## config.mk

```make
export PLATFORM = sky130hd
export DESIGN_NAME = ads131a0x_frame_reader
export DESIGN_NICKNAME = d
export VERILOG_FILES = /design/src/rtl/ads131a0x_frame_reader.sv
export SDC_FILE = /design/constraint.sdc
export NUM_CORES = 1
export LEC_CHECK = 0
export ABC_CLOCK_PERIOD_IN_PS = 4200
export CAP_MARGIN = 20
export CELL_PAD_IN_SITES_DETAIL_PLACEMENT = 0
export CELL_PAD_IN_SITES_GLOBAL_PLACEMENT = 2
export CORE_MARGIN = 3
export CORE_UTILIZATION = 34
export DETAILED_ROUTE_END_ITERATION = 8
export PLACE_DENSITY = 0.91
export SETUP_SLACK_MARGIN = 0.02
export SLEW_MARGIN = 30
export SYNTH_ARGS = -nofsm -noshare
export SYNTH_HDL_FRONTEND = slang
export SYNTH_SLANG_ARGS = --single-unit
```

## constraint.sdc

```tcl
create_clock -name system_clock -period 4.2 [get_ports system_clock]
set_input_delay 0.63 -clock system_clock [delete_from_list [all_inputs] [get_ports system_clock]]
set_output_delay 0.63 -clock system_clock [all_outputs]
set_load 0.005 [all_outputs]
```

## src/rtl/ads131a0x_frame_reader.sv

```systemverilog
// SPI master that reads one ADS131A0x frame (status word + NUM_CH channel words)
// per DRDY falling edge and presents the captured words in parallel.
module ads131a0x_frame_reader #(
    parameter int          NUM_CH    = 4,
    parameter int          WORD_BITS = 24,
    parameter int          CLK_DIV   = 2,
    parameter logic [15:0] CMD_WORD  = 16'h0000
) (
    input  logic                   system_clock,
    input  logic                   reset,
    input  logic                   enable,
    input  logic                   drdy_n,
    input  logic                   spi_miso,
    output logic                   spi_sclk,
    output logic                   spi_cs_n,
    output logic                   spi_mosi,
    output logic [15:0]            status_word,
    output logic [NUM_CH*24-1:0]   ch_data,
    output logic                   frame_valid,
    output logic                   busy,
    output logic                   overrun,
    input  logic                   overrun_clr
);

    localparam int TOTAL_BITS = (NUM_CH + 1) * WORD_BITS;
    localparam int HALF_W     = $clog2(2 * TOTAL_BITS + 1);
    localparam int DIV_W      = (CLK_DIV > 1) ? $clog2(CLK_DIV) : 1;

    typedef enum logic [2:0] {
        IDLE  = 3'd0,
        SETUP = 3'd1,
        SHIFT = 3'd2,
        HOLD  = 3'd3,
        GAP   = 3'd4
    } state_t;

    state_t state;
    state_t state_next;

    logic                  drdy_meta;
    logic                  drdy_sync;
    logic                  drdy_prev;
    logic                  drdy_fall;
    logic [DIV_W-1:0]      div_cnt;
    logic                  div_done;
    logic [HALF_W-1:0]     half_cnt;
    logic                  last_half;
    logic [TOTAL_BITS-1:0] rx_sr;
    logic [15:0]           cmd_sr;

    assign drdy_fall = ~drdy_sync & drdy_prev;
    assign div_done  = (div_cnt == DIV_W'(CLK_DIV - 1));
    assign last_half = (half_cnt == HALF_W'(2 * TOTAL_BITS - 1));
    assign busy      = (state != IDLE);

    always_comb begin
        state_next = state;
        case (state)
            IDLE:    if (drdy_fall && enable) state_next = SETUP;
            SETUP:   if (div_done) state_next = SHIFT;
            SHIFT:   if (div_done && last_half) state_next = HOLD;
            HOLD:    if (div_done) state_next = GAP;
            GAP:     if (div_done) state_next = IDLE;
            default: state_next = IDLE;
        endcase
    end

    always_ff @(posedge system_clock) begin
        if (reset) begin
            state       <= IDLE;
            drdy_meta   <= 1'b1;
            drdy_sync   <= 1'b1;
            drdy_prev   <= 1'b1;
            div_cnt     <= '0;
            half_cnt    <= '0;
            rx_sr       <= '0;
            cmd_sr      <= '0;
            spi_sclk    <= 1'b0;
            spi_cs_n    <= 1'b1;
            spi_mosi    <= 1'b0;
            status_word <= '0;
            ch_data     <= '0;
            frame_valid <= 1'b0;
            overrun     <= 1'b0;
        end else begin
            state       <= state_next;
            drdy_meta   <= drdy_n;
            drdy_sync   <= drdy_meta;
            drdy_prev   <= drdy_sync;
            frame_valid <= 1'b0;

            // A new overrun event takes priority over a simultaneous clear.
            if (drdy_fall && state != IDLE) begin
                overrun <= 1'b1;
            end else if (overrun_clr) begin
                overrun <= 1'b0;
            end

            if (state == IDLE || div_done) begin
                div_cnt <= '0;
            end else begin
                div_cnt <= div_cnt + DIV_W'(1);
            end

            case (state)
                IDLE: begin
                    if (drdy_fall && enable) begin
                        spi_cs_n <= 1'b0;
                        spi_sclk <= 1'b0;
                        spi_mosi <= 1'b0;
                        half_cnt <= '0;
                        cmd_sr   <= CMD_WORD;
                    end
                end
                SHIFT: begin
                    if (div_done) begin
                        half_cnt <= half_cnt + HALF_W'(1);
                        spi_sclk <= ~spi_sclk;
                        // Even half-periods end in a rising edge, odd ones in a falling edge.
                        if (!half_cnt[0]) begin
                            spi_mosi <= cmd_sr[15];
                            cmd_sr   <= {cmd_sr[14:0], 1'b0};
                        end else begin
                            rx_sr <= {rx_sr[TOTAL_BITS-2:0], spi_miso};
                        end
                    end
                end
                HOLD: begin
                    if (div_done) begin
                        spi_cs_n    <= 1'b1;
                        frame_valid <= 1'b1;
                        status_word <= rx_sr[TOTAL_BITS-1 -: 16];
                        for (int n = 0; n < NUM_CH; n++) begin
                            ch_data[24*n +: 24] <= rx_sr[TOTAL_BITS-1-(n+1)*WORD_BITS -: 24];
                        end
                    end
                end
                default: ;
            endcase
        end
    end

endmodule

```

### Word level (Yosys, flattened, before mapping)

Index checks and enable logic that the tools add are counted.

* reductions and logical operators: 17
* bitwise operators: 4
* $add $sub $neg: 2
* mux-type cells: 24
* equal/unequal tests: 12

Operators by type and width (count)
* 2-to-1 mux 16 bit: 3
* case mux 16 bit (2 select lines): 1
* 2-to-1 mux 8 bit: 2
* case mux 8 bit (2 select lines): 1
* 2-to-1 mux 3 bit: 5
* case mux 3 bit (5 select lines): 1
* inequality test 2 bit, second input constant: 6
* AND reduction 3 bit: 3
* adder 8 x 1 -> 8 bit, second input constant: 1
* equality test 8 bit, second input constant: 1
* 2-to-1 mux 1 bit: 8
* equality test 3 x 2 -> 1 bit, second input constant: 2
* case mux 1 bit (2 select lines): 3
* nonzero test 2 bit: 3
* AND reduction 5 bit: 1
* AND reduction 4 bit: 1
* OR reduction 2 bit: 2
* equality test 3 x 1 -> 1 bit, second input constant: 1
* equality test 3 bit, second input constant: 1
* logical AND 1 bit: 3
* zero test 3 bit: 1
* inverter 1 bit: 3
* nonzero test 3 bit: 1
* inequality test 2 x 1 -> 1 bit, second input constant: 1
* other kinds (4): 4

* bits of input ports: 6
* output and inout bits: 118
* bits in registers: 268

### Logic depth before layout (Yosys ltp)

* word-level depth: 5
* mapped depth: 8
* mapped depth without buffers: 5

### Worst setup path before layout

Ideal clock, no wire load.

* path kind: input -> register
* start point: in reset
* end point: reg ch_data[92]
* arrival: 1.451 ns
* path buffers: 3
* cell stages on the path: 4
* slack: 2.617 ns
* cell sequence: clkbuf_1 clkbuf_1 clkbuf_1 a21oi_1

RTL lines
* start, declared: RTL line 10 `input logic reset,`
* end signal, assigned by index: RTL line 134 `ch_data[24*n +: 24] <= rx_sr[TOTAL_BITS-1-(n+1)*WORD_BITS -: 24];`
* end, declared: RTL line 18 `output logic [NUM_CH*24-1:0] ch_data,`

No word-level cell between the ends.

### Final worst setup path

* start point: reg state[2]
* end point: reg rx_sr[25]

* longest elaborated chain between the ends: 2

RTL lines
* start, declared: RTL line 37 `state_t state;`
* start signal, assigned: RTL line 86 `state <= state_next;`
* equality test 3 x 2 -> 1 bit: RTL line 105 `case (state)`
* AND reduction 3 bit (no line)
* end signal, assigned: RTL line 124 `rx_sr <= {rx_sr[TOTAL_BITS-2:0], spi_miso};`
* end, declared: RTL line 48 `logic [TOTAL_BITS-1:0] rx_sr;`

No other way between the ends.
A chain may end at the register's enable or synchronous reset.

==> results_dict.tcl <==
set metrics [dict create \
    status "complete, no violations" \
    clk_pin_slew_ns 0.06 \
    max_cap_violations 0 \
    grt_pass1_wl_mm 33.3 \
    num_vias 7082 \
    gp_congestion 0.749 \
    syn_nets 1100 \
    dp_slack_ns 1.72 \
    die_x_microns 167 \
    worstSetupPathType "flop to flop" \
    cts.hold.buffers_added 0 \
    clk_latency_ns 0.52 \
    start_util_pct 34.8 \
    endpoint_kind "flop" \
    worstPathRequired_ns 4.64 \
    place_inst 1471 \
    slew_headroom_pct 38.9 \
    cts_buffers 27 \
    area_growth_pct 23.9 \
    report.final.hold_viol_count 0 \
    tritoncts "done" \
    rrSetupSlack_ns 1.66 \
    wirelength_mm 19.8 \
    hp-class "flop to flop" \
    irDropWorstVdd_uv 233 \
    ys_seq_area_share_pct 57.0 \
    synth.avg_cell_area_sq_um 8.07 \
    n_antenna_cell 0 \
    synth_enable_flop_cells 0 \
    grt.total_usage_pct 13.7 \
    stdcell_count 1517 \
    coreArea_sq_mm 0.0253 \
    vias_per_cell 4.67 \
    final_util_pct 43.1 \
    fin_ws_ns 1.66 \
    clock_skew_ns 0.0112 \
    synth_area_sq_mm 0.00882 \
    wl_per_cell_microns 13.1 \
    drt_pass1_iterations 4 \
    fill_cells 2602 \
    timing.fmax_mhz 393 \
    antenna_found_initial 0 \
    ys.flop_type "dfxtp_1" \
    final-setup-viol-count 0 \
    clkPwrFrac_pct 47.3 \
    io_pins 124 \
    leakage_nw 3.46 \
    slew_violations 0 \
    overflow 0 \
    netlist_instances 1093 \
    row_count 58 \
    arrival_ns 2.98 \
    yosys_warnings 0 \
    grt_pass1_vias 6701 \
    ctsResizeCount 0 \
    synth-seq-cells 251 \
    period_minus_slack_ns 2.54 \
    sw_frac_of_total_pct 20.6 \
    cts_setup_buffers 0 \
    cp_max_fo 82 \
    async_flop_share_pct 0 \
    drc 0 \
    place_area_sq_mm 0.0101 \
    io_buffers 122 \
    power_density_mw_per_mm2 423 \
    fp.dieArea_sq_mm 0.0279 \
    switchingPower_mw 0.953 \
    ys_types 36 \
    rsz0062_at_grt "no" \
    hpwlAfterDp_mm 11.4 \
    cts_root_buf "clkbuf_16" \
    cts.sinks 251 \
    htreeDepth 1 \
    worst_setup_path_start_kind "flop" \
    drtIter0Drc 538 \
    cts.path.max_buffers 3 \
    intPower_mw 3.67 \
    grt_max_degree 118 \
    tightest_slew_ns 0.917 \
    finalInstanceArea_sq_mm 0.0109 \
    p_seq_share_pct 51.6 \
    ant_nets 0 \
    p_comb_share_pct 1.2 \
    fin_crit_sh_pct 60.5 \
    layout-drive-gt1-share_pct 4.97 \
    nNetsFinal 1178 \
    die_h_microns 167 \
    final.setup.tns_ns 0 \
]
## sequential cells by signal, indices dropped and copies added (netlist names), 3 cells and up
name         count
state            3
rx_sr          120
status_word     16
ch_data         96
half_cnt         8
## cells by family (layout without fill, tap and decap cells)
kind of cell / count (synthesis) / in the layout / share of synthesized area, %
simple gates: 509 / 509 / 22.9
flops: 251 / 251 / 57.0
compound gates: 239 / 239 / 13.7
buf+inv: 83 / 177 / 5.36
xor+xnor: 9 / 9 / 0.893
fa+ha+maj: 1 / 1 / 0.142
other cells: 1 / 1 / 0.0425
## path summary, 6_finish.rpt
path              cells after the start   endpoint      start
hold reg to reg                       1  drdy_sync  drdy_meta
setup / recovery                      5  rx_sr[25]   state[2]
hold / removal                        1  drdy_sync  drdy_meta
setup reg to reg                      5  rx_sr[25]   state[2]
## metal layers
layer / GRT usage [%] / vias to the layer above / part of all wire (%)
li1: - / 3671 / -
met1: 19.3 / 3256 / 49
met2: 21.8 / 136 / 43
met3: 2.99 / 19 / 6.0
met4: 3.08 / 0 / 1.3
met5: 0 / - / 0
## area by class of cell
type                            count  area, sq um  share of cell area (%)
Timing Repair Buffer              132         1330                    12.2
Tap cell                          330          413                    3.78
Multi-Input combinational cell    759         3350                    30.6
Sequential cell                   251         5020                    46.0
Clock inverter                      5         28.8                   0.263
Clock buffer                       40          785                    7.18
## critical path: stages (launching register included)
cell,delay [ns]
dfxtp_1,0.39
and4bb_1,0.62
and2_4,0.80
buf_4,0.38
nand2_1,0.09
a21oi_1,0.12
## cells in the final DEF (no fill, tap or decap), types with 3 or more instances in the layout
master and instances:
a21oi_1 235, buf_4 8, clkdlybuf4s50_1 121, clkinv_2 4
clkbuf_1 7, xor2_1 5, nand4_1 4, clkbuf_8 6
nand3b_1 3, clkbuf_16 27, or2_2 4, nor2_1 11
xnor2_1 4, nand2_1 470, dfxtp_1 251
## power groups by stage
stage	Clock [mW]	Sequential (mW)	Combinational, mW
final	2.19	2.38	0.0534
after global routing	2.36	2.38	0.0583
after CTS	2.26	2.38	0.0538
after detailed placement	0	2.44	0.0537
after global placement	0	2.44	0.0543
after floorplan	0	2.44	0.0385
## Yosys cell counts (3+ instances only)
| cell | instances | share of area (%) |
|---|---|---|
| nand2_1 | 471 | 20 |
| dfxtp_1 | 251 | 57 |
| a21oi_1 | 235 | 13 |
| clkbuf_1 | 39 | 1.7 |
| buf_2 | 21 | 1.2 |
| buf_4 | 11 | 0.94 |
| buf_6 | 11 | 1.4 |
| nor2_1 | 11 | 0.47 |
| xor2_1 | 5 | 0.50 |
| nand4_1 | 4 | 0.28 |
| or2_2 | 4 | 0.28 |
| xnor2_1 | 4 | 0.40 |
| nand3b_1 | 3 | 0.26 |
## stage by stage
step                hold WS (ns)  total power [mW]
floorplan                  0.389              2.47
global placement           0.394              2.49
detailed placement         0.394              2.49
CTS                        0.409              4.70
global route               0.416              4.80
finish                     0.409              4.63
No activity file was read; power rests on OpenSTA's default activity.
